File: src/rtl/seq_divider_16bit_pkg.sv
// Shared types and constants for the sequential divider.
// FSM encoding plus special-case result values.
package seq_divider_16bit_pkg;

  localparam int DIV_W = 16;

  typedef enum logic [1:0] {
    IDLE   = 2'b00,
    DIVIDE = 2'b01,
    FIXUP  = 2'b10
  } div_state_e;

  localparam logic [DIV_W-1:0] DIV_ZERO_Q = '1;
  localparam logic [DIV_W-1:0] SAT_POS    = 16'h7FFF;

endpackage

File: src/rtl/seq_divider_16bit_if.sv
// Request/result bundle between the pipeline and the divider.
// master drives the request, slave returns results.
interface seq_divider_16bit_if #(
  parameter int WIDTH = 16
) ();

  logic             start;
  logic             is_signed;
  logic [WIDTH-1:0] dividend;
  logic [WIDTH-1:0] divisor;
  logic             busy;
  logic             done;
  logic [WIDTH-1:0] quotient;
  logic [WIDTH-1:0] remainder;
  logic             div_by_zero;
  logic             ovfl;

  modport master (
    output start, is_signed, dividend, divisor,
    input  busy, done, quotient, remainder,
    input  div_by_zero, ovfl
  );

  modport slave (
    input  start, is_signed, dividend, divisor,
    output busy, done, quotient, remainder,
    output div_by_zero, ovfl
  );

endinterface

File: src/rtl/seq_divider_16bit_div_step.sv
// One restoring-division iteration: shift in the next
// dividend bit, trial-subtract, keep or restore.
module seq_divider_16bit_div_step #(
  parameter int WIDTH = 16
) (
  input  logic [WIDTH-1:0] rem_i,
  input  logic [WIDTH-1:0] q_i,
  input  logic [WIDTH-1:0] dvs_i,
  output logic [WIDTH-1:0] rem_o,
  output logic [WIDTH-1:0] q_o
);

  logic [WIDTH:0] shifted;
  logic [WIDTH:0] trial;
  logic           ge;

  // Partial remainder needs WIDTH+1 bits before the subtract.
  assign shifted = {rem_i, q_i[WIDTH-1]};
  assign trial   = shifted - {1'b0, dvs_i};
  assign ge      = (shifted >= {1'b0, dvs_i});
  assign rem_o   = WIDTH'(ge ? trial : shifted);
  assign q_o     = {q_i[WIDTH-2:0], ge};

endmodule

File: src/rtl/seq_divider_16bit.sv
// Multi-cycle signed/unsigned restoring divider.
// One quotient bit per cycle; results hold until next op.
module seq_divider_16bit
  import seq_divider_16bit_pkg::*;
#(
  parameter int WIDTH = DIV_W
) (
  input logic              clk,
  input logic              rst,
  seq_divider_16bit_if.slave bus
);

  localparam int CW = $clog2(WIDTH);
  localparam logic [WIDTH-1:0] MINV =
    {1'b1, {(WIDTH-1){1'b0}}};

  div_state_e       state_q;
  logic [CW-1:0]    cnt_q;
  logic [WIDTH-1:0] rem_q, q_q, dvs_q;
  logic             qneg_q, rneg_q;
  logic             dz_q, ov_q;
  logic             done_q, dzo_q, ovo_q;
  logic [WIDTH-1:0] quo_q, rmd_q;

  logic             a_neg, b_neg;
  logic [WIDTH:0]   a_ext, b_ext;
  logic [WIDTH-1:0] a_mag, b_mag;
  logic             dz_c, ov_c;
  logic [WIDTH-1:0] rem_d, q_d;

  // Magnitudes in WIDTH+1 bits so MIN maps to 2^(WIDTH-1).
  assign a_neg = bus.is_signed & bus.dividend[WIDTH-1];
  assign b_neg = bus.is_signed & bus.divisor[WIDTH-1];
  assign a_ext = {a_neg, bus.dividend};
  assign b_ext = {b_neg, bus.divisor};
  assign a_mag = WIDTH'(a_neg ? -a_ext : a_ext);
  assign b_mag = WIDTH'(b_neg ? -b_ext : b_ext);
  assign dz_c  = (bus.divisor == '0);
  assign ov_c  = bus.is_signed & (bus.dividend == MINV)
               & (bus.divisor == '1);

  seq_divider_16bit_div_step #(.WIDTH(WIDTH)) u_step (
    .rem_i (rem_q),
    .q_i   (q_q),
    .dvs_i (dvs_q),
    .rem_o (rem_d),
    .q_o   (q_d)
  );

  assign bus.busy        = (state_q != IDLE);
  assign bus.done        = done_q;
  assign bus.quotient    = quo_q;
  assign bus.remainder   = rmd_q;
  assign bus.div_by_zero = dzo_q;
  assign bus.ovfl        = ovo_q;

  // Control FSM, iteration datapath and registered results.
  always_ff @(posedge clk or posedge rst) begin
    if (rst) begin
      state_q <= IDLE;
      cnt_q   <= '0;
      rem_q   <= '0;
      q_q     <= '0;
      dvs_q   <= '0;
      qneg_q  <= 1'b0;
      rneg_q  <= 1'b0;
      dz_q    <= 1'b0;
      ov_q    <= 1'b0;
      done_q  <= 1'b0;
      dzo_q   <= 1'b0;
      ovo_q   <= 1'b0;
      quo_q   <= '0;
      rmd_q   <= '0;
    end else begin
      done_q <= 1'b0;
      unique case (state_q)
        IDLE: begin
          if (bus.start) begin
            dzo_q   <= 1'b0;
            ovo_q   <= 1'b0;
            cnt_q   <= '0;
            rem_q   <= '0;
            dvs_q   <= b_mag;
            qneg_q  <= a_neg ^ b_neg;
            rneg_q  <= a_neg;
            dz_q    <= dz_c;
            ov_q    <= ov_c;
            // Special cases keep the raw dividend for the remainder.
            q_q     <= (dz_c | ov_c) ? bus.dividend : a_mag;
            state_q <= (dz_c | ov_c) ? FIXUP : DIVIDE;
          end
        end
        DIVIDE: begin
          rem_q <= rem_d;
          q_q   <= q_d;
          if (cnt_q == CW'(WIDTH-1)) begin
            state_q <= FIXUP;
          end else begin
            cnt_q <= cnt_q + 1'b1;
          end
        end
        FIXUP: begin
          // Special cases spend one settle cycle here.
          if ((dz_q | ov_q) && (cnt_q == '0)) begin
            cnt_q <= CW'(1);
          end else begin
            if (dz_q) begin
              quo_q <= WIDTH'(DIV_ZERO_Q);
              rmd_q <= q_q;
              dzo_q <= 1'b1;
            end else if (ov_q) begin
              quo_q <= WIDTH'(SAT_POS);
              rmd_q <= '0;
              ovo_q <= 1'b1;
            end else begin
              quo_q <= qneg_q ? -q_q : q_q;
              rmd_q <= rneg_q ? -rem_q : rem_q;
            end
            done_q  <= 1'b1;
            state_q <= IDLE;
          end
        end
        default: state_q <= IDLE;
      endcase
    end
  end

endmodule
File: src/flat_wrapper.sv
// flat-port wrapper written by rule: the top's interface ports become plain ports
module seq_divider_16bit_flat import seq_divider_16bit_pkg::*;
#(
  parameter int WIDTH = DIV_W
)
  (clk, rst, bus_start, bus_is_signed, bus_dividend, bus_divisor, bus_busy, bus_done, bus_quotient, bus_remainder, bus_div_by_zero, bus_ovfl);
  seq_divider_16bit_if #(.WIDTH(WIDTH)) bus_i ();
  input logic clk;
  input logic rst;
  input wire logic [$bits(bus_i.start)-1:0] bus_start;
  input wire logic [$bits(bus_i.is_signed)-1:0] bus_is_signed;
  input wire logic [$bits(bus_i.dividend)-1:0] bus_dividend;
  input wire logic [$bits(bus_i.divisor)-1:0] bus_divisor;
  output wire logic [$bits(bus_i.busy)-1:0] bus_busy;
  output wire logic [$bits(bus_i.done)-1:0] bus_done;
  output wire logic [$bits(bus_i.quotient)-1:0] bus_quotient;
  output wire logic [$bits(bus_i.remainder)-1:0] bus_remainder;
  output wire logic [$bits(bus_i.div_by_zero)-1:0] bus_div_by_zero;
  output wire logic [$bits(bus_i.ovfl)-1:0] bus_ovfl;
  assign bus_i.start = bus_start;
  assign bus_i.is_signed = bus_is_signed;
  assign bus_i.dividend = bus_dividend;
  assign bus_i.divisor = bus_divisor;
  assign bus_busy = bus_i.busy;
  assign bus_done = bus_i.done;
  assign bus_quotient = bus_i.quotient;
  assign bus_remainder = bus_i.remainder;
  assign bus_div_by_zero = bus_i.div_by_zero;
  assign bus_ovfl = bus_i.ovfl;
  seq_divider_16bit #(.WIDTH(WIDTH)) u_core (.clk(clk), .rst(rst), .bus(bus_i));
endmodule
File: config.mk
export PLATFORM = sky130hd
export DESIGN_NAME = seq_divider_16bit_flat
export DESIGN_NICKNAME = d
export VERILOG_FILES = /design/src/rtl/seq_divider_16bit_pkg.sv /design/src/rtl/seq_divider_16bit_if.sv /design/src/rtl/seq_divider_16bit_div_step.sv /design/src/rtl/seq_divider_16bit.sv /design/src/flat_wrapper.sv
export SDC_FILE = /design/constraint.sdc
export NUM_CORES = 1
export LEC_CHECK = 0
export ABC_AREA = 1
export BUFFER_PORTS_ARGS = -buffer_cell sky130_fd_sc_hd__buf_2
export CAP_MARGIN = 20
export CORE_MARGIN = 3
export CORE_UTILIZATION = 40
export CTS_CLUSTER_DIAMETER = 150
export DETAILED_ROUTE_END_ITERATION = 16
export GPL_ROUTABILITY_DRIVEN = 0
export HOLD_SLACK_MARGIN = 0.12
export PLACE_DENSITY = 0.55
export SYNTH_ARGS = -nofsm -noshare
export SYNTH_HDL_FRONTEND = slang
export SYNTH_SLANG_ARGS = --single-unit
File: constraint.sdc
create_clock -name clk -period 4.82 [get_ports clk]
set_input_delay 1.446 -clock clk [delete_from_list [all_inputs] [get_ports clk]]
set_output_delay 1.446 -clock clk [all_outputs]
set_load 0.005 [all_outputs]
==> impl_metrics.tcl, run 1 <==
set metrics [dict create \
    port_buffers 71 \
    path_class "in2reg" \
    fin_nets 1254 \
    cts_buffer_depth 2 \
    detailroute.via_count 7204 \
    grt_first_pass_wirelength_mm 35.5 \
    syn_area_per_cell_um2 6.25 \
    ys_types 38 \
    cts_tree "yes" \
    synthSimpleGateAreaFrac_pct 37.8 \
    fillers 1890 \
    ys_seq_elements 93 \
    skew_ns 0.0126 \
    leakage_nw 4.25 \
    max_slew_margin_pct 39.6 \
    avgViaCountPerCell 5.07 \
    synth_top_family_by_area "simple AND/OR/NAND/NOR gates" \
    yosys_warnings 0 \
    dp_hpwl_mm 16.6 \
    final_util_pct 46.1 \
    pwr-share-seq_pct 27.7 \
    power_frac_clock_pct 13.5 \
    intPower_w 0.00265 \
    path_cells "buf_2 > nand2_1 > buf_4 > inv_1 > a21oi_4 > buf_4 > nand2_1 > nand2_1" \
    cpMostUsedCell "nand2_1" \
    cpPeakStageDelay_ns 0.65 \
    drv_cap 0 \
    fmax_ghz 0.328 \
    die_w_um 139 \
    combPwrFrac_pct 58.8 \
    slowest_stage "a21oi_4" \
    avgRoutedWirePerCell_um 15.0 \
    required_ns 5.10 \
    rows 48 \
    drc_errors 0 \
    cp.arrival_ns 3.33 \
    async_flop_share_pct 100 \
    first_iter_violations 494 \
    cts_resized 0 \
    yosys-mux-area-fraction_pct 0 \
    hold_class "reg2reg" \
    setup_viol 0 \
    rrSetupSlack_ns 2.06 \
    die_h_um 139 \
    antenna_found_initial 0 \
    synth_edf_count 0 \
    peakVddDrop_mv 0.288 \
    htree_levels 3 \
    switching_power_w 0.00276 \
    end_kind "flip-flop" \
    clkTransAtPathRegs_ns 0.07 \
    synth_compound_area_share_pct 10.6 \
    cp_top_family "buffers and inverters" \
    fin_ws_ns 1.77 \
    antenna_cells 0 \
    outcome "finished clean" \
    pin_count 72 \
    root_buffer "clkbuf_16" \
    syn_nets 1196 \
    seq_area_frac_synth_pct 32.9 \
    cts_made_buffers 9 \
    ys.flop_type "dfrtp_1" \
    period_share_pct 63.2 \
    cp-start-kind "input pin" \
    final.setup.tns_ns 0 \
    cp_num_buf_inv 4 \
    cts_setup_buffers 0 \
    area_delta_synth_final_pct 12.5 \
    clock_latency_ns 0.35 \
    hold_viol 0 \
    rsz0062_at_grt "false" \
    syn_area_um2 7080 \
    critPathMaxFanout 31 \
    min_period_ns 3.05 \
    cellPowerDensity_nw_per_um2 680 \
    grt_max_degree 71 \
    core_um2 17300 \
    clkSinkCount 93 \
    holdBufCountCts 0 \
    first_global_vias 6751 \
    ant_nets 0 \
    die_area_um2 19300 \
    grt_overflow 0 \
    synthXorXnorAreaFrac_pct 2.97 \
    p_sw_share_pct 51.0 \
    start_util_pct 40.9 \
    worst_pin_slew_ns 0.907 \
    place_ws_ns 1.45 \
    finalMaxSlewViolations 0 \
    synth_cells 1132 \
    drive_above_1_share_pct 9.04 \
    grt_usage_pct 22.4 \
    wl_mm 21.4 \
    synthAdderAreaFrac_pct 5.05 \
    dr.pass1.iters 5 \
    power_w 0.00541 \
]
==> worst paths after layout <==
path,from,cells after the start,to
worst max register to register,u_core.dz_q,9,u_core.bus.quotient[7]
worst max-delay path,bus_start,8,u_core.rem_q[14]
max in group asynchronous,rst,3,u_core.dvs_q[8]
min in group asynchronous,rst,2,u_core.bus.quotient[13]
worst min-delay path,u_core.dvs_q[3],2,u_core.dvs_q[3]
worst min register to register,u_core.dvs_q[3],2,u_core.dvs_q[3]
==> cell usage in the layout, fill, tap and decap left out, types with 2 or more instances in the layout <==
| cell type | instances |
|---|---|
| nand2_2 | 2 |
| inv_2 | 2 |
| xor2_1 | 16 |
| nor3_1 | 13 |
| a31oi_1 | 10 |
| a21oi_1 | 70 |
| o21ai_0 | 51 |
| inv_1 | 154 |
| clkbuf_16 | 9 |
| buf_4 | 8 |
| dfrtp_1 | 93 |
| ha_1 | 27 |
| nand3_1 | 117 |
| nor2_1 | 110 |
| nand4_1 | 11 |
| nor2_2 | 2 |
| o22ai_1 | 2 |
| xnor2_1 | 8 |
| nand2_1 | 392 |
| buf_2 | 71 |
==> logic make-up (layout without fill, tap and decap cells) <==
kind of cell	Yosys count	count (layout)
AO/OA/AOI/OAI	142	142
XOR/XNOR	24	24
adder cells (fa/ha/maj)	28	28
buffers and inverters	192	255
flip-flops	93	93
AND/OR/NAND/NOR	653	653
==> metal layers <==
| layer | part of all wire, % | global-route usage [%] | wire length, um |
|---|---|---|---|
| met1 | 52 | 34.5 | 11000 |
| met2 | 43 | 33.8 | 9170 |
| met3 | 4.8 | 3.21 | 1020 |
| met4 | 0.69 | 3.96 | 148 |
| met5 | 0 | 0 | 0 |
==> synth_stat cells (2+ instances only) <==
cell type | n | share of area [%]
nand2_1 | 392 | 21
inv_1 | 155 | 8.2
nand3_1 | 117 | 8.3
nor2_1 | 110 | 5.8
dfrtp_1 | 93 | 33
a21oi_1 | 71 | 5.0
o21ai_0 | 51 | 3.6
ha_1 | 27 | 4.8
clkbuf_1 | 21 | 1.1
xor2_1 | 16 | 2.0
nor3_1 | 13 | 0.92
nand4_1 | 11 | 0.97
a31oi_1 | 10 | 0.88
xnor2_1 | 8 | 0.99
buf_2 | 7 | 0.49
buf_4 | 3 | 0.32
buf_6 | 2 | 0.32
inv_2 | 2 | 0.11
nand2_2 | 2 | 0.18
nor2_2 | 2 | 0.18
o22ai_1 | 2 | 0.18
==> power groups by stage <==
| stage | registers [W] | logic, W | clock network, W |
|---|---|---|---|
| after floorplan | 0.00137 | 0.00233 | 0 |
| after global placement | 0.00150 | 0.00314 | 0 |
| after detailed placement | 0.00151 | 0.00316 | 0 |
| after CTS | 0.00149 | 0.00318 | 0.000748 |
| after global routing | 0.00155 | 0.00367 | 0.000779 |
| final | 0.00150 | 0.00318 | 0.000734 |
==> metrics by stage <==
| step | std cells | hold WS (ns) | cell area, um^2 |
|---|---|---|---|
| 6_report | 1420 | 0.487 | 7970 |
| 2_1_floorplan | 1132 | 0.453 | 7080 |
| 4_1_cts | 1419 | 0.494 | 7940 |
| 3_3_place_gp | 1402 | 0.466 | 7630 |
| 5_1_grt | 1420 | 0.510 | 7970 |
| 3_5_place_dp | 1403 | 0.477 | 7640 |
==> worst reg2reg max path, cell delays in order (launching register included) <==
cell and delay, ns:
dfrtp_1 0.88, inv_1 0.13, nand2_1 0.39, nand4_1 0.18, nand2_1 0.10, buf_4 0.26, inv_1 0.27, buf_16 0.24
o22ai_1 0.15, inv_1 0.06
==> final cells by class <==
class / instances / area, um^2 / share of cell area [%]
Multi-Input combinational cell: 847 / 4010 / 50.3
Sequential cell: 93 / 2330 / 29.2
Inverter: 158 / 596 / 7.47
Timing Repair Buffer: 81 / 454 / 5.70
Tap cell: 225 / 282 / 3.53
Clock buffer: 10 / 229 / 2.87
Clock inverter: 6 / 71.3 / 0.895
==> flip-flops by register name, summed over array words and instances (netlist names) <==
register                count
u_core.bus.ovfl             1
u_core.bus.quotient        16
u_core.rneg_q               1
u_core.qneg_q               1
u_core.bus.div_by_zero      1
u_core.ov_q                 1
u_core.q_q                 16
u_core.rem_q               16
u_core.bus.done             1
u_core.state_q              2
u_core.dvs_q               16
u_core.dz_q                 1
u_core.bus.remainder       16
u_core.cnt_q                4
Note: power is estimated with default switching activity, not from simulation.
==> inputs of run 2 (changes only) <==
--- a/config.mk
+++ b/config.mk
@@ -14,7 +14,7 @@
 export DETAILED_ROUTE_END_ITERATION = 16
 export GPL_ROUTABILITY_DRIVEN = 0
 export HOLD_SLACK_MARGIN = 0.12
-export PLACE_DENSITY = 0.55
+export PLACE_DENSITY = 0.57
 export SYNTH_ARGS = -nofsm -noshare
 export SYNTH_HDL_FRONTEND = slang
 export SYNTH_SLANG_ARGS = --single-unit
==> constraint.sdc (replaced) <==
create_clock -name clk -period 2.5 [get_ports clk]
set_input_delay 0.75 -clock clk [delete_from_list [all_inputs] [get_ports clk]]
set_output_delay 0.75 -clock clk [all_outputs]
set_load 0.005 [all_outputs]
==> impl_metrics.tcl, run 2 (synthesis gave the netlist of run 1 again) <==
set metrics [dict create \
    pin_count 72 \
    dr.pass1.iters 5 \
    cp-start-kind "flip-flop" \
    finalMaxSlewViolations 0 \
    ant_nets 0 \
    setup_viol 0 \
    area_delta_synth_final_pct 14.1 \
    hold_viol 0 \
    wl_mm 21.1 \
    avgViaCountPerCell 5.02 \
    met3_length_mm 1.25 \
    cellPowerDensity_nw_per_um2 1300 \
    cp_top_family "simple AND/OR/NAND/NOR gates" \
    cts_made_buffers 9 \
    power_frac_clock_pct 13.6 \
    antenna_cells 0 \
    dp_hpwl_mm 16.4 \
    core_um2 17300 \
    worst_pin_slew_ns 0.581 \
    holdBufCountCts 0 \
    critPathMaxFanout 11 \
    drv_cap 0 \
    grt_usage_pct 22.2 \
    path_cells "ha_1 > nand2_1 > nor2_1 > nand4_1 > nand3_1 > nand2_1 > nand2_2 > buf_4 > o21ai_0 > nand3_1 > nand2_1" \
    start_util_pct 40.9 \
    outcome "finished clean" \
    rows 48 \
    cts_setup_buffers 0 \
    avgRoutedWirePerCell_um 14.7 \
    first_iter_violations 590 \
    detailroute.via_count 7197 \
    combPwrFrac_pct 59.6 \
    clkSinkCount 93 \
    dr_wl_met2_mm 8.65 \
    slowest_stage "dfrtp_1" \
    intPower_w 0.00521 \
    clkTransAtPathRegs_ns 0.06 \
    drc_errors 0 \
    period_share_pct 88.5 \
    die_h_um 139 \
    max_slew_margin_pct 61.3 \
    cts_tree "yes" \
    cpMostUsedCell "nand2_1" \
    skew_ns 0.0113 \
    fmax_ghz 0.452 \
    cp.arrival_ns 2.46 \
    min_period_ns 2.21 \
    holdWs_ns 0.492 \
    antenna_found_initial 0 \
    grt_max_degree 94 \
    layout_commonest_cell "nand2_1" \
    cp_num_buf_inv 1 \
    peakVddDrop_mv 0.477 \
    clock_latency_ns 0.36 \
    path_class "reg2reg" \
    root_buffer "clkbuf_16" \
    final.setup.tns_ns 0 \
    rsz0062_at_grt "false" \
    layout_common_cells "nand2_1, inv_1, nand3_1" \
    first_global_vias 6556 \
    htree_levels 3 \
    switching_power_w 0.00532 \
    p_sw_share_pct 50.5 \
    grt_first_pass_wirelength_mm 35.1 \
    pwr-share-seq_pct 26.8 \
    grt_overflow 0 \
    drive_above_1_share_pct 10.1 \
    die_area_um2 19300 \
    hold_class "reg2reg" \
    leakage_nw 4.32 \
    die_w_um 139 \
    fin_nets 1268 \
    end_kind "flip-flop" \
    required_ns 2.74 \
    wl_met1_mm 10.9 \
    port_buffers 71 \
    cts_buffer_depth 2 \
    top_layer "met4" \
    cpPeakStageDelay_ns 0.47 \
]
-- run 2: cell count changes in the layout (fill, tap and decap cells not counted) --
cell        before  now
buf_4            8   22
clkinv_4         1    0
clkinvlp_4       1    3
buf_12           0    2
inv_2            2    1
buf_6            1    0
buf_16           1    0
-- run 2: power by group through the flow --
stage	clock network, W	registers [W]	logic [W]
after floorplan	0	0.00263	0.00449
after global placement	0	0.00283	0.00625
after detailed placement	0	0.00284	0.00625
after CTS	0.00146	0.00282	0.00628
after global routing	0.00152	0.00291	0.00723
final	0.00143	0.00282	0.00627
-- run 2: path summary, 6_finish.rpt --
path,from,endpoint,slack [ns],depth (start not counted)
hold / removal,u_core.dvs_q[2],u_core.dvs_q[2],0.49,2
max in group asynchronous,rst,u_core.dvs_q[4],1.56,3
hold reg to reg,u_core.dvs_q[2],u_core.dvs_q[2],0.49,2
min in group asynchronous,rst,u_core.bus.quotient[13],0.54,3
setup / recovery,u_core.rem_q[5],u_core.rem_q[2],0.29,11
setup reg to reg,u_core.rem_q[5],u_core.rem_q[2],0.29,11
-- run 2: metal layers --
layer	GRT usage, %	up-vias
met5	0	-
met4	4.74	0
met3	3.10	15
met2	31.5	208
met1	35.7	3247
li1	-	3727
-- run 2: final cells by class --
type	instances	area [um^2]
Clock buffer	10	229
Timing Repair Buffer	95	561
Sequential cell	93	2330
Clock inverter	6	70.1
Inverter	158	599
Fill cell	1894	9220
Multi-Input combinational cell	847	4010
Tap cell	225	282
-- run 2: timing repair --
action	in CTS	in global routing
endpoints found under the hold margin	0	0
setup endpoints to repair	0	6
resized for setup	0	2
-- run 2: worst min-delay path, delay by kind of cell, from the launching register on --
family | cells | cell delay (ns)
flip-flops | 1 | 0.34
AND/OR/NAND/NOR | 1 | 0.06
AO/OA/AOI/OAI | 1 | 0.06
-- run 2: through the flow --
step / power [W] / std cells / utilization (%) / setup WS, ns / cell area (um^2)
6_report: 0.0105 / 1434 / 46.7 / 0.287 / 8080
5_1_grt: 0.0117 / 1434 / 46.7 / 0.0436 / 8080
4_1_cts: 0.0106 / 1434 / 46.7 / 0.251 / 8070
3_5_place_dp: 0.00909 / 1418 / 45.0 / 0.226 / 7770
3_3_place_gp: 0.00908 / 1418 / 45.0 / 0.267 / 7770
2_1_floorplan: 0.00713 / 1132 / - / 0.420 / 7080
